### config.mk
export PLATFORM = sky130hd
export DESIGN_NAME = scroll_layer
export DESIGN_NICKNAME = d
export VERILOG_FILES = /design/src/rtl/scroll_layer.sv
export SDC_FILE = /design/constraint.sdc
export NUM_CORES = 1
export LEC_CHECK = 0
export CAP_MARGIN = 20
export CORE_MARGIN = 2
export CORE_UTILIZATION = 45
export CTS_CLUSTER_SIZE = 12
export DETAILED_ROUTE_END_ITERATION = 10
export PLACE_DENSITY = 0.72
export SLEW_MARGIN = 20
export SYNTH_ARGS = -nofsm -noshare
export SYNTH_HDL_FRONTEND = slang
export SYNTH_SLANG_ARGS = --single-unit
### constraint.sdc
create_clock -name clk -period 19.3 [get_ports clk]
set_input_delay 4.825 -clock clk [delete_from_list [all_inputs] [get_ports clk]]
set_output_delay 4.825 -clock clk [all_outputs]
set_load 0.1 [all_outputs]
### src/rtl/scroll_layer.sv
// Horizontally scrolling background strip: a writable ROWS x PATTERN_W bitmap
// scrolled left by a per-frame speed that ramps up during play.
// Latency: pixel_on is registered, 1 cycle after h_cnt/v_cnt; no backpressure (free-running pixel path).
//
// Ports:
//   clk, rst            pixel clock, synchronous active-high reset
//   h_cnt, v_cnt        current pixel column / line from the VGA timing generator
//   state               game state: 0 idle, 1/2 running, 3 game over
//   new_frame           one-cycle pulse per frame; advances scroll position and speed ramp
//   wr_en/wr_row/wr_data  runtime pattern row write (bit i = pattern column i)
//   pixel_on            strip pixel lit (registered)
//   speed, pos          current scroll speed and scroll offset (registered)
//   wrap_tick           only with SCROLL_LAYER_WRAP_TICK_EN defined: one-cycle pulse
//                       after a running frame update in which pos wrapped
//
// Optional feature macro: SCROLL_LAYER_WRAP_TICK_EN (adds the wrap_tick output).

module scroll_layer #(
    parameter int PATTERN_W   = 160,
    parameter int ROWS        = 8,
    parameter int Y_TOP       = 400,
    parameter int SPEED_INIT  = 6,
    parameter int SPEED_MAX   = 15,
    parameter int RAMP_FRAMES = 600,
    localparam int ROW_W = (ROWS > 1) ? $clog2(ROWS) : 1,
    localparam int POS_W = $clog2(PATTERN_W),
    localparam int SPD_W = $clog2(SPEED_MAX + 1)
) (
    input  logic                 clk,
    input  logic                 rst,
    input  logic [9:0]           h_cnt,
    input  logic [9:0]           v_cnt,
    input  logic [1:0]           state,
    input  logic                 new_frame,
    input  logic                 wr_en,
    input  logic [ROW_W-1:0]     wr_row,
    input  logic [PATTERN_W-1:0] wr_data,
    output logic                 pixel_on,
    output logic [SPD_W-1:0]     speed,
    output logic [POS_W-1:0]     pos
`ifdef SCROLL_LAYER_WRAP_TICK_EN
    ,
    output logic                 wrap_tick
`endif
);

    localparam int RAMP_W = (RAMP_FRAMES > 1) ? $clog2(RAMP_FRAMES) : 1;

    localparam logic [RAMP_W-1:0] RAMP_LAST  = RAMP_W'(RAMP_FRAMES - 1);
    localparam logic [SPD_W-1:0]  SPD_INIT_V = SPD_W'(SPEED_INIT);
    localparam logic [SPD_W-1:0]  SPD_MAX_V  = SPD_W'(SPEED_MAX);
    localparam logic [POS_W:0]    PW_EXT     = (POS_W + 1)'(PATTERN_W);
    localparam logic [31:0]       ROWS_U     = ROWS;
    localparam logic [31:0]       Y_LO       = Y_TOP;
    localparam logic [31:0]       Y_HI       = Y_TOP + ROWS;
    localparam logic [10:0]       PW_COL     = 11'(PATTERN_W);

    // ------------------------------------------------------------------
    // Pattern memory. Deliberately not touched by rst so a stage loaded
    // before a game reset survives; powers up as all zeros.
    // ------------------------------------------------------------------
    logic [PATTERN_W-1:0] pattern [ROWS] = '{default: '0};

    logic wr_ok;
    assign wr_ok = wr_en && ({{(32 - ROW_W){1'b0}}, wr_row} < ROWS_U);

    always_ff @(posedge clk) begin
        if (!rst && wr_ok) begin
            pattern[wr_row] <= wr_data;
        end
    end

    // ------------------------------------------------------------------
    // Scroll position / speed state
    // ------------------------------------------------------------------
    logic              running;
    logic              frame_run;
    logic              frame_idle;
    logic [POS_W:0]    pos_sum;
    logic              pos_wrap;
    logic [POS_W-1:0]  pos_next;
    logic [SPD_W-1:0]  speed_inc;
    logic [RAMP_W-1:0] ramp_cnt;

    assign running    = (state == 2'd1) || (state == 2'd2);
    assign frame_run  = new_frame && running;
    assign frame_idle = new_frame && (state == 2'd0);

    // One extra bit of headroom so pos + speed never overflows before the
    // wrap compare; SPEED_MAX <= PATTERN_W keeps a single subtract sufficient.
    always_comb begin
        pos_sum  = {1'b0, pos} + (POS_W + 1)'(speed);
        pos_wrap = (pos_sum >= PW_EXT);
        pos_next = pos_wrap ? POS_W'(pos_sum - PW_EXT) : pos_sum[POS_W-1:0];
    end

    assign speed_inc = (speed >= SPD_MAX_V) ? SPD_MAX_V : speed + 1'b1;

    always_ff @(posedge clk) begin
        if (rst) begin
            pos      <= '0;
            speed    <= SPD_INIT_V;
            ramp_cnt <= '0;
        end else if (frame_run) begin
            // pos advances with the speed in effect before any ramp step
            pos <= pos_next;
            if (ramp_cnt == RAMP_LAST) begin
                ramp_cnt <= '0;
                speed    <= speed_inc;
            end else begin
                ramp_cnt <= ramp_cnt + 1'b1;
            end
        end else if (frame_idle) begin
            speed    <= SPD_INIT_V;
            ramp_cnt <= '0;
        end
    end

`ifdef SCROLL_LAYER_WRAP_TICK_EN
    always_ff @(posedge clk) begin
        if (rst) begin
            wrap_tick <= 1'b0;
        end else begin
            wrap_tick <= frame_run && pos_wrap;
        end
    end
`endif

    // ------------------------------------------------------------------
    // Pixel lookup. Uses the current (pre-update) pos register, so a
    // lookup coinciding with new_frame sees the old offset.
    // ------------------------------------------------------------------
    logic             in_rows;
    logic             in_cols;
    logic [9:0]       v_diff;
    logic [ROW_W-1:0] rd_row;
    logic [10:0]      col_sum;
    logic [10:0]      col_mod;
    logic [POS_W-1:0] bit_idx;
    logic             pix_next;

    always_comb begin
        in_rows  = ({22'd0, v_cnt} >= Y_LO) && ({22'd0, v_cnt} < Y_HI);
        in_cols  = (h_cnt < 10'd640);
        v_diff   = v_cnt - Y_LO[9:0];
        rd_row   = v_diff[ROW_W-1:0];
        // Sum reaches 639 + PATTERN_W - 1, which can span more than one
        // pattern period, so a full modulo rather than a conditional subtract.
        col_sum  = {1'b0, h_cnt} + 11'(pos);
        col_mod  = col_sum % PW_COL;
        bit_idx  = col_mod[POS_W-1:0];
        pix_next = 1'b0;
        if (in_rows && in_cols) begin
            pix_next = pattern[rd_row][bit_idx];
        end
    end

    always_ff @(posedge clk) begin
        if (rst) begin
            pixel_on <= 1'b0;
        end else begin
            pixel_on <= pix_next;
        end
    end

endmodule

==> results of run 1 <==
-- metal layers --
metal,vias up,wire length [um],track usage [%]
li1,10300,-,-
met1,13150,45120,26.76
met2,1178,58250,33.12
met3,231,9168,4.307
met4,36,3089,6.646
met5,-,218,0
-- power groups by stage --
stage | registers, mW | logic [mW] | clock network (mW)
finish | 3.18 | 0.407 | 2.24
global placement | 3.23 | 0.398 | 0
CTS | 3.18 | 0.410 | 2.28
floorplan | 3.25 | 0.227 | 0
detailed placement | 3.24 | 0.407 | 0
global route | 3.18 | 0.433 | 2.39
-- area by class of cell --
class                      count  area, um2  share of cell area, %
sequential                  1303      38900                  67.02
multi-input combinational    833      11150                  19.21
clock buffer                 154       3450                  5.944
timing repair buffer         248       2395                  4.126
tap                         1488       1862                  3.208
clock inverter                26      202.7                 0.3493
inverter                      15      56.30                0.09701
antenna                       11      27.53                0.04743
-- final timing paths --
path / end / depth (start not counted) / start
setup / recovery: pixel_on$_SDFF_PP0_ / 13 / v_cnt[0]
hold / removal: ramp_cnt[9]$_SDFFE_PP0P_ / 2 / ramp_cnt[9]$_SDFFE_PP0P_
setup reg to reg: pixel_on$_SDFF_PP0_ / 13 / pos[0]$_SDFFE_PP0P_
hold reg to reg: ramp_cnt[9]$_SDFFE_PP0P_ / 2 / ramp_cnt[9]$_SDFFE_PP0P_
-- cell usage in the layout (no fill, tap or decap), types with 8 or more instances in the layout --
| master | n |
|---|---|
| clkbuf_16 | 135 |
| a221oi_1 | 34 |
| dfxtp_1 | 23 |
| a31oi_1 | 8 |
| a22o_1 | 33 |
| a211oi_1 | 8 |
| clkdlybuf4s50_1 | 198 |
| nand2_1 | 33 |
| inv_1 | 15 |
| o22ai_1 | 18 |
| buf_4 | 45 |
| clkbuf_1 | 19 |
| a21oi_1 | 48 |
| clkinv_1 | 11 |
| nor3_1 | 12 |
| nor2_1 | 30 |
| ha_1 | 16 |
| edfxtp_1 | 1280 |
| nand3_1 | 13 |
| nand2b_1 | 8 |
| mux4_2 | 341 |
| o21ai_0 | 27 |
| a22oi_1 | 58 |
| diode_2 | 11 |
| xnor2_1 | 9 |
-- registers in the layout (all words and copies together), names as in the netlist --
name      cells
pattern    1280
pixel_on      1
pos           8
ramp_cnt     10
speed         4
-- per-stage QoR --
step | total power, mW | std cells | hold slack (ns) | setup slack [ns]
floorplan | 3.476 | 2270 | 0.4399 | 2.298
global placement | 3.633 | 3887 | 0.4590 | 9.206
detailed placement | 3.647 | 3887 | 0.4728 | 9.238
CTS | 5.874 | 4067 | 0.4794 | 10.00
global route | 6.005 | 4072 | 0.4982 | 9.544
finish | 5.831 | 4078 | 0.4851 | 10.08
-- cell families after synthesis --
group / after synthesis
compound gates: 284
xor+xnor: 14
flops: 1303
buf+inv: 134
simple gates: 165
mux: 352
fa+ha+maj: 18
-- critical path, stage by stage --
cell and delay [ns]:
buf_8 0.48, buf_4 0.67, buf_12 0.60, buf_4 0.64, mux4_2 0.58, a22oi_1 0.21
a21oi_1 0.09, or4_1 0.62, a21oi_1 0.18, a32o_1 0.17, nor4b_1 0.06, o31ai_1 0.30
a31oi_1 0.13
==> results.toml, run 1 <==
[route]
vias = 24890
drt_pass1_iterations = 6
drt_iter0_markers = 2791
via_per_inst = 6.104
wl_per_cell_um = 28.41
ant_nets = 0
routed_wl_um = 115800
route.detailed.drc = 0

[global_route]
first_global_vias = 25650
grt_overflow = 0
grt_pass1_wl_um = 171000
antenna_found_initial = 30
grt_max_degree = 119
track_usage_pct = 20.07

[cells_and_area]
fillers = 8312
num-nets-final = 2739
finish.instance_area_um2 = 58040
areaGrowthSynthToFinish_pct = 14.78
fin_util_pct = 52.23
drive_above_1_share_pct = 21.95

[synth]
yosys.area.top_type = "edfxtp_1"
synth.most_common_cell = "edfxtp_1"
synth-edff-count = 1280
synth.avg_cell_area_um2 = 22.27
synth_top_family_by_area = "multiplexers"
async_flop_share_pct = 0
synth_cell_type_count = 66
netlist_instances = 2270
ys_seq_elements = 1303
synth.mux.area_fraction_pct = 15.42
synth_compound_area_share_pct = 4.041
synth_xor_area_share_pct = 0.2425
synth_adder_area_share_pct = 0.4751
synthTopCellsByArea = "edfxtp_1 (76%), mux4_2 (15%), dfxtp_1 (0.91%)"
synthesis.area_um2 = 50560
seq_area_frac_synth_pct = 76.93
ys_warn_count = 0
ys.flop_type = "edfxtp_1"
synthSimpleGateAreaFrac_pct = 1.695
synth_common_cells = "edfxtp_1 (1280), mux4_2 (341), a22oi_1 (58)"
synth_top_area_share_pct = 76.02
synth_fp_nets = 2477

[timing]
finalHoldViolations = 0
finalCritPeriodShare_pct = 47.78
tightest_slew_ns = 1.065
slew_violations = 0
tns_ns = 0
rsz0062_at_grt = "false"
min_period_ns = 9.222
max-slew-margin-rel_pct = 28.99
fmax_mhz = 108.4
setup_violations = 0
skew_ns = 0.01525

[clock_network]
cts_resized = 0
path_clk_slew_ns = 0.06
hold_buffers = 0
cts_buffers = 131
cts_tree = "done"
worstSkewPairLatency_ns = 0.72
clock_path_buffers = 3
htreeDepth = 4
cts.sink_count = 1303
cts_root_buffer = "clkbuf_16"
post-cts-setup-buffer-count = 0

[placement]
place_congestion = 0.8011
place_area_um2 = 54360
portBuffers = 201
dp_hpwl_um = 66040

[die]
core-area_um2 = 111100
ios = 202
fp.dieW_um = 339.2
die_h_um = 339.2
die-area_um2 = 115100
rows = 122
initial_core_util_pct = 45.50

[power_and_ir_drop]
comb_power_share_pct = 7.0
p_int_mw = 4.597
pwr-share-clk_pct = 38.5
power_density_nw_per_um2 = 100.5
switching_share_pct = 21.16
leakage_nw = 17.90
power_switching_mw = 1.234
peakVddDrop_mv = 0.08379
p_seq_share_pct = 54.6

[critical_path]
crit_arrival_ns = 9.80
cp-end-kind = "flop"
path_class = "in -> reg"
cp_data_required_time_ns = 19.87
start_kind = "primary input"
cp_max_fo = 91
rrSetupSlack_ns = 14.87

[run_status]
outcome = "finished clean"

[hold_path]
hold_path_class = "reg -> reg"

[flow_run]
cap_violations = 0
(Power assumes the default switching activity.)
==> run 2, diff against run 1 <==
PLACE_DENSITY = 0.74   (was 0.72)
clock period = 8.3 ns   (was 19.3 ns; I/O delays follow)
==> results.toml, run 2 (synthesis gave the netlist of run 1 again) <==
[timing]
skew_ns = 0.01336
min_period_ns = 6.017
tns_ns = 0
slew_violations = 0
max-slew-margin-rel_pct = 25.54
tightest_slew_ns = 1.117
setup_violations = 0
finalCritPeriodShare_pct = 72.50
rsz0062_at_grt = "false"
fmax_mhz = 166.2
finalHoldViolations = 0

[clock_network]
clock_path_buffers = 3
htreeDepth = 4
cts_tree = "done"
cts.sink_count = 1303
cts_resized = 0
hold_buffers = 0
cts_buffers = 132
worstSkewPairLatency_ns = 0.73
post-cts-setup-buffer-count = 0
path_clk_slew_ns = 0.06
cts_root_buffer = "clkbuf_16"

[cells_and_area]
reg_top3 = "pattern: 1280 flops, ramp_cnt: 10 flops, pos: 8 flops"
top_register = "pattern"
final_cell_mix = "edfxtp_1 (1280), mux4_2 (341), clkdlybuf4s50_1 (198)"
final_common_cell = "edfxtp_1"
finish.instance_area_um2 = 58240
drive_above_1_share_pct = 21.98
largest_reg_flops = 1280
num-nets-final = 2735
multi_input_area_um2 = 11160
register_area_um2 = 38900
areaGrowthSynthToFinish_pct = 15.18
fillers = 8339

[global_route]
first_global_vias = 25320
grt_max_degree = 124
grt_pass1_wl_um = 172500
track_usage_pct = 20.33
grt_overflow = 0
antenna_found_initial = 36

[power_and_ir_drop]
leakage_nw = 17.96
power_density_nw_per_um2 = 234.0
peakVddDrop_mv = 0.2239

[placement]
place_area_um2 = 54480
dp_hpwl_um = 66900
place_congestion = 0.8195
portBuffers = 201

[run_status]
outcome = "finished clean"

[hold_path]
min_from = "ramp_cnt[9]$_SDFFE_PP0P_"
hold_path_class = "reg -> reg"

[critical_path]
rr_startpoint = "pos[0]$_SDFFE_PP0P_"
start_kind = "primary input"
slowest_stage = "nand2b_1"
r2r_cells = 12
crit_arrival_ns = 6.66
worst-path-stages = 13
cp_max_fo = 8
path_buf_inv = 2
cp_data_required_time_ns = 8.95
crit_path_end = "pixel_on$_SDFF_PP0_"
crit_chain = "clkdlybuf4s50_1 > ha_1 > inv_1 > fa_1 > xor2_1 > nand2b_1 > o22ai_1 > o21ai_0 > nand3_1 > nand2_1 > mux2_2 > o31a_1 > a31oi_1"
path_class = "in -> reg"
crit_path_max_incr_delay_ns = 0.76
crit_family = "compound AO/OA/AOI/OAI gates"
crit_start = "h_cnt[0]"
rrSetupSlack_ns = 3.71
r2r_end = "pixel_on$_SDFF_PP0_"
cp-end-kind = "flop"

[die]
core-area_um2 = 111100
die_h_um = 339.2
rows = 122
initial_core_util_pct = 45.50
fp.dieW_um = 339.2
die-area_um2 = 115100
ios = 202

[route]
route.detailed.drc = 0
ant_nets = 0
vias = 25090
routed_wl_um = 117500
via_per_inst = 6.150
drt_pass1_iterations = 7
drt_iter0_markers = 2863
wl_per_cell_um = 28.80

[flow_run]
cap_violations = 0
## run 2: cell types whose count changed in the layout (fill, tap and decap cells not counted), moves of 2 or more
cell      delta
and2_1       -2
and2_2       +2
buf_12      +12
buf_4       -17
clkbuf_1     +3
clkinv_1     -2
clkinv_2     +5
clkinv_8     +3
inv_6        -3
nor3_2       -2
nor3_4       +2
## run 2: power breakdown
| part | internal (mW) | switching [mW] |
|---|---|---|
| clock | 2.99 | 2.29 |
| combinational | 0.401 | 0.553 |
| sequential | 7.36 | 0.0345 |
## run 2: metrics by stage
| step | util (%) | power (mW) | worst slack [ns] | hold slack (ns) | cells |
|---|---|---|---|---|---|
| after floorplan | - | 8.078 | -1.650 | 0.4399 | 2270 |
| after global placement | 49.03 | 8.442 | 1.479 | 0.4577 | 3882 |
| after detailed placement | 49.03 | 8.478 | 1.684 | 0.4596 | 3882 |
| after CTS | 52.38 | 13.71 | 2.425 | 0.4677 | 4068 |
| after global routing | 52.40 | 14.02 | 2.290 | 0.4947 | 4074 |
| final | 52.41 | 13.63 | 2.283 | 0.4697 | 4079 |
## run 2: routing by layer
metal / track usage (%) / wire length (um)
met3: 5.528 / 10960
met5: 0 / 318
met1: 27.13 / 45360
met4: 6.904 / 3507
met2: 32.56 / 57330
## run 2: worst register-to-register path: cells and delay by family, from the launching register on
family	cells	cell delay (ns)
xor+xnor	1	0.67
simple gates	3	1.14
fa+ha+maj	2	0.62
mux	1	0.29
flops	1	0.39
buf+inv	1	0.06
compound gates	4	1.36
## run 2: final cells by class
| cell class | instances | share of cell area, % |
|---|---|---|
| Clock buffer | 158 | 5.985 |
| Antenna cell | 11 | 0.04726 |
| Multi-Input combinational cell | 833 | 19.16 |
| Inverter | 15 | 0.09668 |
| Clock inverter | 28 | 0.4189 |
| Tap cell | 1488 | 3.197 |
| Timing Repair Buffer | 243 | 4.305 |
| Sequential cell | 1303 | 66.79 |
## run 2: worst min path at each step
stage,endpoint,slack [ns],cells past startpoint
2_1_floorplan,ramp_cnt[9]$_SDFFE_PP0P_,0.44,2
3_3_place_gp,ramp_cnt[9]$_SDFFE_PP0P_,0.46,2
3_5_place_dp,ramp_cnt[9]$_SDFFE_PP0P_,0.46,2
4_1_cts,ramp_cnt[9]$_SDFFE_PP0P_,0.47,2
5_1_grt,ramp_cnt[9]$_SDFFE_PP0P_,0.49,2
6_report,ramp_cnt[9]$_SDFFE_PP0P_,0.47,2
